--- config.mk ---
export PLATFORM = sky130hd
export DESIGN_NAME = sr_drive_sequencer_flat
export DESIGN_NICKNAME = d
export VERILOG_FILES = /design/src/rtl/sr_drive_sequencer_if.sv /design/src/rtl/sr_drive_sequencer.sv /design/src/flat_wrapper.sv
export SDC_FILE = /design/constraint.sdc
export NUM_CORES = 1
export LEC_CHECK = 0
export CAP_MARGIN = 30
export CELL_PAD_IN_SITES_DETAIL_PLACEMENT = 1
export CELL_PAD_IN_SITES_GLOBAL_PLACEMENT = 2
export CORE_MARGIN = 3
export CORE_UTILIZATION = 33
export CTS_BUF_LIST = sky130_fd_sc_hd__clkbuf_16
export CTS_CLUSTER_SIZE = 20
export DETAILED_ROUTE_END_ITERATION = 12
export GPL_TIMING_DRIVEN = 0
export HOLD_SLACK_MARGIN = 0.02
export PLACE_DENSITY = 0.86
export SYNTH_ARGS = -nofsm -noshare
export SYNTH_HDL_FRONTEND = slang
export SYNTH_SLANG_ARGS = --single-unit
--- constraint.sdc ---
create_clock -name clk -period 4.9 [get_ports clk]
set_clock_uncertainty 0.05 [all_clocks]
set_input_delay 0.49 -clock clk [delete_from_list [all_inputs] [get_ports clk]]
set_output_delay 0.49 -clock clk [all_outputs]
set_load 0.005 [all_outputs]
--- src/rtl/sr_drive_sequencer_if.sv ---
// Request handshake between a write requester and sr_drive_sequencer.
// The master presents a target bit; the slave signals when it can accept one.
interface sr_drive_sequencer_if;
    logic req_valid;
    logic req_bit;
    logic req_ready;

    modport master (output req_valid, output req_bit, input req_ready);
    modport slave  (input req_valid, input req_bit, output req_ready);
endinterface

--- src/rtl/sr_drive_sequencer.sv ---
// Writes one bit into an external SR flip-flop through its S/R inputs and
// confirms the write by watching q/qb feedback, reporting done or timeout.
module sr_drive_sequencer #(
    parameter int unsigned HOLD_CYC = 1,
    parameter int unsigned TIMEOUT  = 4
) (
    input  logic                       clk,
    input  logic                       rst,
    sr_drive_sequencer_if.slave        req,
    output logic                       s,
    output logic                       r,
    input  logic                       q_fb,
    input  logic                       qb_fb,
    output logic                       busy,
    output logic                       done,
    output logic                       err,
    output logic [7:0]                 err_cnt,
    output logic [7:0]                 xfer_cnt
);

    typedef enum logic [1:0] {IDLE, DRIVE, CHECK, RESP} state_t;

    localparam logic [3:0] HOLD_LD = 4'(HOLD_CYC - 1);
    localparam logic [3:0] TMO_LD  = 4'(TIMEOUT - 1);

    state_t     state_q, state_d;
    logic       tgt_q, tgt_d;
    logic       s_q, s_d;
    logic       r_q, r_d;
    logic       ready_q, ready_d;
    logic       done_q, done_d;
    logic       err_q, err_d;
    logic [3:0] cnt_q, cnt_d;
    logic [7:0] err_cnt_q, err_cnt_d;
    logic [7:0] xfer_cnt_q, xfer_cnt_d;
    logic       fb_match;

    // Unknown or equal feedback never satisfies both terms, so it reads as a miss.
    assign fb_match = (q_fb == tgt_q) && (qb_fb == ~tgt_q);

    always_comb begin
        state_d    = state_q;
        tgt_d      = tgt_q;
        s_d        = s_q;
        r_d        = r_q;
        cnt_d      = cnt_q;
        done_d     = 1'b0;
        err_d      = 1'b0;
        err_cnt_d  = err_cnt_q;
        xfer_cnt_d = xfer_cnt_q;
        case (state_q)
            IDLE: begin
                if (req.req_valid && ready_q) begin
                    state_d = DRIVE;
                    tgt_d   = req.req_bit;
                    s_d     = req.req_bit;
                    r_d     = ~req.req_bit;
                    cnt_d   = HOLD_LD;
                end
            end
            DRIVE: begin
                if (cnt_q == '0) begin
                    state_d = CHECK;
                    cnt_d   = TMO_LD;
                end else begin
                    cnt_d = cnt_q - 4'd1;
                end
            end
            CHECK: begin
                if (fb_match) begin
                    state_d    = RESP;
                    done_d     = 1'b1;
                    xfer_cnt_d = xfer_cnt_q + 8'd1;
                end else if (cnt_q == '0) begin
                    state_d = RESP;
                    err_d   = 1'b1;
                    if (err_cnt_q != '1) begin
                        err_cnt_d = err_cnt_q + 8'd1;
                    end
                end else begin
                    cnt_d = cnt_q - 4'd1;
                end
            end
            RESP: begin
                state_d = IDLE;
            end
            default: begin
                state_d = IDLE;
            end
        endcase
        // Registered ready lets the cycle right after a reset edge stay closed.
        ready_d = (state_d == IDLE);
    end

    always_ff @(posedge clk) begin
        if (rst) begin
            state_q    <= IDLE;
            tgt_q      <= 1'b0;
            s_q        <= 1'b0;
            r_q        <= 1'b1;
            ready_q    <= 1'b0;
            done_q     <= 1'b0;
            err_q      <= 1'b0;
            cnt_q      <= '0;
            err_cnt_q  <= '0;
            xfer_cnt_q <= '0;
        end else begin
            state_q    <= state_d;
            tgt_q      <= tgt_d;
            s_q        <= s_d;
            r_q        <= r_d;
            ready_q    <= ready_d;
            done_q     <= done_d;
            err_q      <= err_d;
            cnt_q      <= cnt_d;
            err_cnt_q  <= err_cnt_d;
            xfer_cnt_q <= xfer_cnt_d;
        end
    end

    assign req.req_ready = ready_q;
    assign s             = s_q;
    assign r             = r_q;
    assign busy          = (state_q == DRIVE) || (state_q == CHECK);
    assign done          = done_q;
    assign err           = err_q;
    assign err_cnt       = err_cnt_q;
    assign xfer_cnt      = xfer_cnt_q;

endmodule

--- src/flat_wrapper.sv ---
// flat-port wrapper written by rule: the top's interface ports become plain ports
module sr_drive_sequencer_flat 
#(
    parameter int unsigned HOLD_CYC = 1,
    parameter int unsigned TIMEOUT  = 4
)
  (clk, rst, s, r, q_fb, qb_fb, busy, done, err, err_cnt, xfer_cnt, req_req_valid, req_req_bit, req_req_ready);
  sr_drive_sequencer_if req_i ();
  input  logic clk;
  input  logic rst;
  output logic s;
  output logic r;
  input  logic q_fb;
  input  logic qb_fb;
  output logic busy;
  output logic done;
  output logic err;
  output logic [7:0] err_cnt;
  output logic [7:0] xfer_cnt;
  input wire logic [$bits(req_i.req_valid)-1:0] req_req_valid;
  input wire logic [$bits(req_i.req_bit)-1:0] req_req_bit;
  output wire logic [$bits(req_i.req_ready)-1:0] req_req_ready;
  assign req_i.req_valid = req_req_valid;
  assign req_i.req_bit = req_req_bit;
  assign req_req_ready = req_i.req_ready;
  sr_drive_sequencer #(.HOLD_CYC(HOLD_CYC), .TIMEOUT(TIMEOUT)) u_core (.clk(clk), .rst(rst), .req(req_i), .s(s), .r(r), .q_fb(q_fb), .qb_fb(qb_fb), .busy(busy), .done(done), .err(err), .err_cnt(err_cnt), .xfer_cnt(xfer_cnt));
endmodule
==> impl_metrics.csv, run 1 <==
group,metric,value,unit
yosys,synthCells,164,
timing,rsz0062_at_grt,"no",
final_layout,fill_cells,504,
yosys,syn-mean-instance-area,8.79,µm²
die,fp.dieH,72.1,µm
yosys,ys_seq_elements,27,
clock_network,cts.clk_slew.worst_paths,0.06,ns
clock_network,cts_max_path_buffers,2,
placed_design,gp_congestion,0.777,
final_layout,mostFrequentLayoutCells,"27 x clkdlybuf4s50_1, 27 x dfxtp_1, 21 x nor2_1, 15 x nand2_1, 9 x ha_1",
power_and_ir_drop,p_leak,0.654,nW
clock_network,root_buffer,"clkbuf_16",
placed_design,dp_hpwl,2.77,mm
placed_design,io_buffers,27,
yosys,post_synth_num_cell_types,46,
timing,finalSetupViolCount,0,
final_layout,multiInputGateArea,851,µm²
power_and_ir_drop,p_total,0.000749,W
final_layout,area_delta_synth_final,28.8,%
timing,timing.fmax,425,MHz
clock_network,cts_resized,0,
yosys,async_reset_ff_share,0,%
clock_network,cts_sinks,27,
final_layout,fin_nets,211,
yosys,syn-num-nets,179,
final_layout,diodes,0,
timing,tightest_slew,0.581,ns
clock_network,cts_made_buffers,3,
clock_network,cts_tree,"done",
global_route,overflow,0,
clock_network,hold_buffers,0,
die,rows,23,
route,wl_per_cell,14.9,µm
timing,fin_crit_sh,48.0,%
power_and_ir_drop,ir_drop,0.000172,V
route,drtIter0Drc,69,
clock_network,htree_levels,1,
die,die_x,72.1,µm
hold_path,hold_class,"reg2reg",
setup_path,critical_path_required,5.00,ns
global_route,grt_pass1_wl,6.33,mm
route,drt_drc_violations_left,0,
route,via_count,1303,
yosys,synth.cell_area,1440,µm²
yosys,synth_warnings,0,
die,io_pins,28,
global_route,grt_pass1_vias,1322,
die,start_util,35.0,%
global_route,antenna_found_initial,0,
yosys,synth-edff-count,0,
route,viasPerCell,5.32,
run,drv_cap,0,
yosys,ys.flop_type,"dfxtp_1",
setup_path,arrival,2.45,ns
power_and_ir_drop,p_per_area,403,nW/µm²
die,core_area,4120,µm²
timing,setup_tns,0,ns
final_layout,seqCellArea,541,µm²
global_route,grt_start_max_net_pins,17,
final_layout,layout-drive-gt1-share,6.15,%
route,drt-pass1-iter-count,4,
setup_path,worstSetupEndpointType,"flop",
setup_path,worst-setup-path-type,"reg2reg",
timing,min_period,2.35,ns
status,status,"finished clean",
clock_network,clock_latency,0.26,ns
yosys,yosysSeqAreaShare,37.5,%
route,postRouteAntennaNets,0,
timing,slew_viol_final,0,
die,die_area,5200,µm²
route,drt_wl_total,3.66,mm
setup_path,crit_path_max_fanout,8,
clock_network,cts_setup_buffers,0,
timing,slew_headroom,60.9,%
setup_path,critical_path.startpoint_type,"flop",
global_route,gr-usage-all-layers,15.0,%
timing,hold_violations,0,
[registers in the layout, summed over array words and instances (netlist names)]
| register | count |
|---|---|
| u_core.req.req_ready | 1 |
| u_core.tgt_q | 1 |
| u_core.err_cnt | 8 |
| u_core.r | 1 |
| u_core.cnt_q | 4 |
| u_core.err | 1 |
| u_core.state_q | 2 |
| u_core.done | 1 |
| u_core.xfer_cnt | 8 |
[final cells by class]
| class | instances | share of cell area [%] |
|---|---|---|
| buffer | 5 | 1.08 |
| timing repair buffer | 27 | 14.6 |
| multi-input combinational | 124 | 45.8 |
| clock buffer | 3 | 4.04 |
| inverter | 8 | 1.62 |
| clock inverter | 1 | 0.404 |
| sequential | 27 | 29.1 |
| tap | 50 | 3.37 |
[cells in the mapped netlist (4+ instances only)]
library cell / n / share of area [%]
dfxtp_1: 27 / 38
inv_1: 8 / 2.1
a21oi_1: 7 / 2.4
clkbuf_1: 4 / 1.0
xnor2_1: 6 / 3.6
nor2_1: 21 / 5.5
nand2_1: 15 / 3.9
o21ai_0: 7 / 2.4
nand3_1: 6 / 2.1
ha_1: 9 / 7.8
nand4_1: 4 / 1.7
[cell families after synthesis]
kind of cell,share of synthesized area (%)
multiplexers,2.86
flip-flops,37.5
buffers and inverters,3.47
AND/OR/NAND/NOR,27.0
adder cells (fa/ha/maj),7.81
XOR/XNOR,4.25
AO/OA/AOI/OAI,17.1
[layer usage]
metal  part of all wire (%)  wire length [µm]  up-vias  track usage, %
li1                       -                 -      654               -
met1                     47              1730      626            18.4
met2                     49              1790       17            27.0
met3                    2.3                83        6            2.91
met4                    1.3                49        0            3.34
met5                      0                 0        -               0
[through the flow]
| stage | hold WS (ns) | cell area (µm²) | worst slack (ns) | util, % | std cells |
|---|---|---|---|---|---|
| final | 0.457 | 1860 | 2.55 | 45.1 | 245 |
| after global routing | 0.506 | 1860 | 2.40 | 45.1 | 245 |
| after CTS | 0.464 | 1860 | 2.55 | 45.1 | 245 |
| after detailed placement | 0.454 | 1770 | 2.36 | 43.1 | 241 |
| after global placement | 0.431 | 1770 | 2.44 | 43.1 | 241 |
| after floorplan | 0.428 | 1440 | 2.91 | - | 164 |
[worst max-delay path, cell delays in order, from the launching register on]
cell	delay, ns
dfxtp_1	0.41
inv_1	0.11
ha_1	0.31
nand4bb_1	0.13
clkbuf_1	0.31
o2111a_1	0.45
o311ai_0	0.22
a32o_1	0.25
[power breakdown]
part | switching, W | total, W | internal [W]
combinational | 0.000162 | 0.000297 | 0.000135
sequential | 0.0000193 | 0.000261 | 0.000242
clock | 0.0000797 | 0.000191 | 0.000111
[final timing paths]
check,from,endpoint,slack [ns],cells past startpoint
setup / recovery,u_core.state_q[0],u_core.cnt_q[2],2.55,7
hold / removal,u_core.err_cnt[1],u_core.err_cnt[1],0.46,2
setup reg to reg,u_core.state_q[0],u_core.cnt_q[2],2.55,7
hold reg to reg,u_core.err_cnt[1],u_core.err_cnt[1],0.46,2
(Power assumes the default switching activity.)
==> run 2, diff against run 1 <==
--- a/config.mk
+++ b/config.mk
@@ -9,13 +9,13 @@
 export CELL_PAD_IN_SITES_DETAIL_PLACEMENT = 1
 export CELL_PAD_IN_SITES_GLOBAL_PLACEMENT = 2
 export CORE_MARGIN = 3
-export CORE_UTILIZATION = 33
+export CORE_UTILIZATION = 27
 export CTS_BUF_LIST = sky130_fd_sc_hd__clkbuf_16
 export CTS_CLUSTER_SIZE = 20
 export DETAILED_ROUTE_END_ITERATION = 12
 export GPL_TIMING_DRIVEN = 0
 export HOLD_SLACK_MARGIN = 0.02
-export PLACE_DENSITY = 0.86
+export PLACE_DENSITY = 0.76
 export SYNTH_ARGS = -nofsm -noshare
 export SYNTH_HDL_FRONTEND = slang
 export SYNTH_SLANG_ARGS = --single-unit
==> constraint.sdc (replaced) <==
create_clock -name clk -period 2.15 [get_ports clk]
set_clock_uncertainty 0.05 [all_clocks]
set_input_delay 0.215 -clock clk [delete_from_list [all_inputs] [get_ports clk]]
set_output_delay 0.215 -clock clk [all_outputs]
set_load 0.005 [all_outputs]
==> run 2 against run 1 <==
Net effect:
- die area up 20%
- clock-buffer cell count unchanged
- first-iteration DRC count down 26%
- maximum frequency up 17%
- sequential share of layout area down 1.5 points
- combinational power rose to 2.6 times the previous value
- clock power up 120%
- largest power group unchanged
- non-clock buffer count up 5
- sequential power up 130%
- register-to-register slack worse by 2.4 ns
- power up 140%
- setup slack worse by 2.4 ns
==> impl_metrics.csv, run 2 (synthesis results as in run 1) <==
group,metric,value,unit
clock_network,cts_max_path_buffers,2,
die,io_pins,28,
power_and_ir_drop,ir_drop,0.000334,V
clock_network,htree_levels,1,
setup_path,cpMaxStageDelayCell,"dfxtp_1",
setup_path,worst-setup-path-type,"reg2reg",
setup_path,critical_path.startpoint_type,"flop",
run,drv_cap,0,
setup_path,crit_chain,"inv_2, ha_4, nand4bb_4, a221o_1, buf_4, or3_1, a21oi_1",
die,die_area,6250,µm²
status,status,"finished clean",
power_and_ir_drop,seqPwrFrac,33.7,%
setup_path,critPathTopFamily,"compound AO/OA/AOI/OAI gates",
final_layout,mostFrequentLayoutCells,"27 x clkdlybuf4s50_1, 27 x dfxtp_1, 21 x nor2_1, 15 x nand2_1, 8 x inv_1",
power_and_ir_drop,switching_share,34.6,%
global_route,overflow,0,
timing,min_period,2.01,ns
setup_path,max_stage_delay,0.36,ns
timing,slew_headroom,63.3,%
route,wl_per_cell,14.9,µm
global_route,grt_pass1_wl,6.85,mm
setup_path,critical_path_required,2.29,ns
clock_network,cts_made_buffers,3,
hold_path,hold_class,"reg2reg",
power_and_ir_drop,p_switching,0.000619,W
final_layout,area_delta_synth_final,35.7,%
global_route,grt_start_max_net_pins,15,
setup_path,path_buf_inv,2,
hold_path,hold_depth,2,
timing,slew_viol_final,0,
route,postRouteAntennaNets,0,
die,die_x,79.1,µm
route,viasPerCell,5.00,
hold_path,hp-start,"u_core.r",
clock_network,root_buffer,"clkbuf_16",
timing,fin_crit_sh,93.6,%
timing,timing.fmax,497,MHz
die,core_area,4940,µm²
die,rows,25,
timing,fin_ws,0.137,ns
final_layout,final_area,1960,µm²
die,fp.dieH,79.1,µm
global_route,grt_pass1_vias,1440,
placed_design,dp_hpwl,3.01,mm
route,drt-pass1-iter-count,4,
route,via_count,1334,
clock_network,cts_tree,"done",
final_layout,layout-drive-gt1-share,11.5,%
placed_design,io_buffers,27,
power_and_ir_drop,p_leak,0.688,nW
global_route,antenna_found_initial,0,
power_and_ir_drop,p_int,0.00117,W
final_layout,final_util,39.6,%
setup_path,worstSetupEndpointType,"flop",
setup_path,r2r-end,"u_core.err_cnt[2]",
timing,finalSetupViolCount,0,
hold_path,min_to,"u_core.r",
setup_path,crit_path_max_fanout,10,
placed_design,gp_congestion,0.764,
power_and_ir_drop,pwr-share-comb,42.8,%
route,drtIter0Drc,51,
clock_network,hold_buffers,0,
setup_path,worst_r2r_startpoint,"u_core.state_q[0]",
route,drt_wl_total,3.99,mm
clock_network,clock_latency,0.26,ns
die,start_util,29.2,%
timing,hold_violations,0,
power_and_ir_drop,p_per_area,914,nW/µm²
clock_network,cts_sinks,27,
clock_network,cts.clk_slew.worst_paths,0.07,ns
placed_design,placed_cell_area,1800,µm²
final_layout,diodes,0,
setup_path,r2r_cells,7,
timing,tightest_slew,0.551,ns
power_and_ir_drop,clockPowerShare,23.5,%
setup_path,rrSetupSlack,0.14,ns
route,drt_drc_violations_left,0,
global_route,gr-usage-all-layers,13.5,%
final_layout,fin_nets,216,
setup_path,arrival,2.15,ns
placed_design,place_ws,-0.227,ns
[run 2: cell types whose count changed in the layout (fill, tap and decap cells not counted), sizes merged]
cell | before | now
buf | 1 | 7
clkbuf | 7 | 6
clkinvlp | 1 | 0
inv | 8 | 9
[run 2: per-layer routing]
metal	track usage [%]	up-vias	share of wire (%)
met1	16.1	652	45
li1	-	659	-
met2	25.3	19	52
met3	1.59	4	2.8
met4	3.95	0	0.93
met5	0	-	0
[run 2: layout make-up]
| class | instances | area [µm²] |
|---|---|---|
| fill | 606 | 2990 |
| multi-input combinational | 124 | 888 |
| sequential | 27 | 541 |
| timing repair buffer | 33 | 315 |
| tap | 67 | 83.8 |
| clock buffer | 3 | 75.1 |
| inverter | 8 | 30.0 |
| buffer | 4 | 18.8 |
| clock inverter | 1 | 3.75 |
[run 2: repair_timing]
action	4_1_cts	5_1_grt
cloned	0	0
pin swaps	1	1
gates resized for setup	6	3
endpoints found under the setup margin	13	13
hold endpoints to repair	0	0
setup buffers	1	5
[run 2: how the worst max path moves through the flow]
| stage | cells past startpoint | startpoint | to |
|---|---|---|---|
| 5_1_grt | 7 | u_core.state_q[0] | u_core.err_cnt[6] |
| 3_3_place_gp | 6 | u_core.state_q[0] | u_core.err_cnt[7] |
| 4_1_cts | 7 | u_core.state_q[0] | u_core.cnt_q[2] |
| 2_1_floorplan | 6 | u_core.state_q[0] | u_core.err_cnt[7] |
| 3_5_place_dp | 7 | u_core.state_q[0] | u_core.cnt_q[2] |
| 6_report | 7 | u_core.state_q[0] | u_core.err_cnt[2] |
[run 2: power groups by stage]
stage,logic (W),registers (W),clock network [W]
after floorplan,0.000457,0.000600,0
after global placement,0.000661,0.000603,0
after detailed placement,0.000694,0.000609,0
after CTS,0.000739,0.000600,0.000439
after global routing,0.000864,0.000612,0.000461
final,0.000765,0.000602,0.000420
[run 2: tightest hold or removal path: stages (launching register included)]
cell and delay (ns):
dfxtp_1 0.31, nand2_1 0.05, o211ai_1 0.07
[run 2: per-stage QoR]
stage | TNS, ns | power (W) | std cells | hold slack (ns)
after floorplan | 0 | 0.00106 | 164 | 0.295
after global placement | -0.358 | 0.00126 | 258 | 0.433
after detailed placement | -0.955 | 0.00130 | 258 | 0.450
after CTS | 0 | 0.00178 | 263 | 0.459
after global routing | -0.00946 | 0.00194 | 267 | 0.481
final | 0 | 0.00179 | 267 | 0.444
==> run 3, diff against run 2 <==
--- a/config.mk
+++ b/config.mk
@@ -5,6 +5,7 @@
 export SDC_FILE = /design/constraint.sdc
 export NUM_CORES = 1
 export LEC_CHECK = 0
+export ABC_CLOCK_PERIOD_IN_PS = 2150
 export CAP_MARGIN = 30
 export CELL_PAD_IN_SITES_DETAIL_PLACEMENT = 1
 export CELL_PAD_IN_SITES_GLOBAL_PLACEMENT = 2
==> results of run 3 <==
Final layout, timing and power as in run 2 (identical DEF).
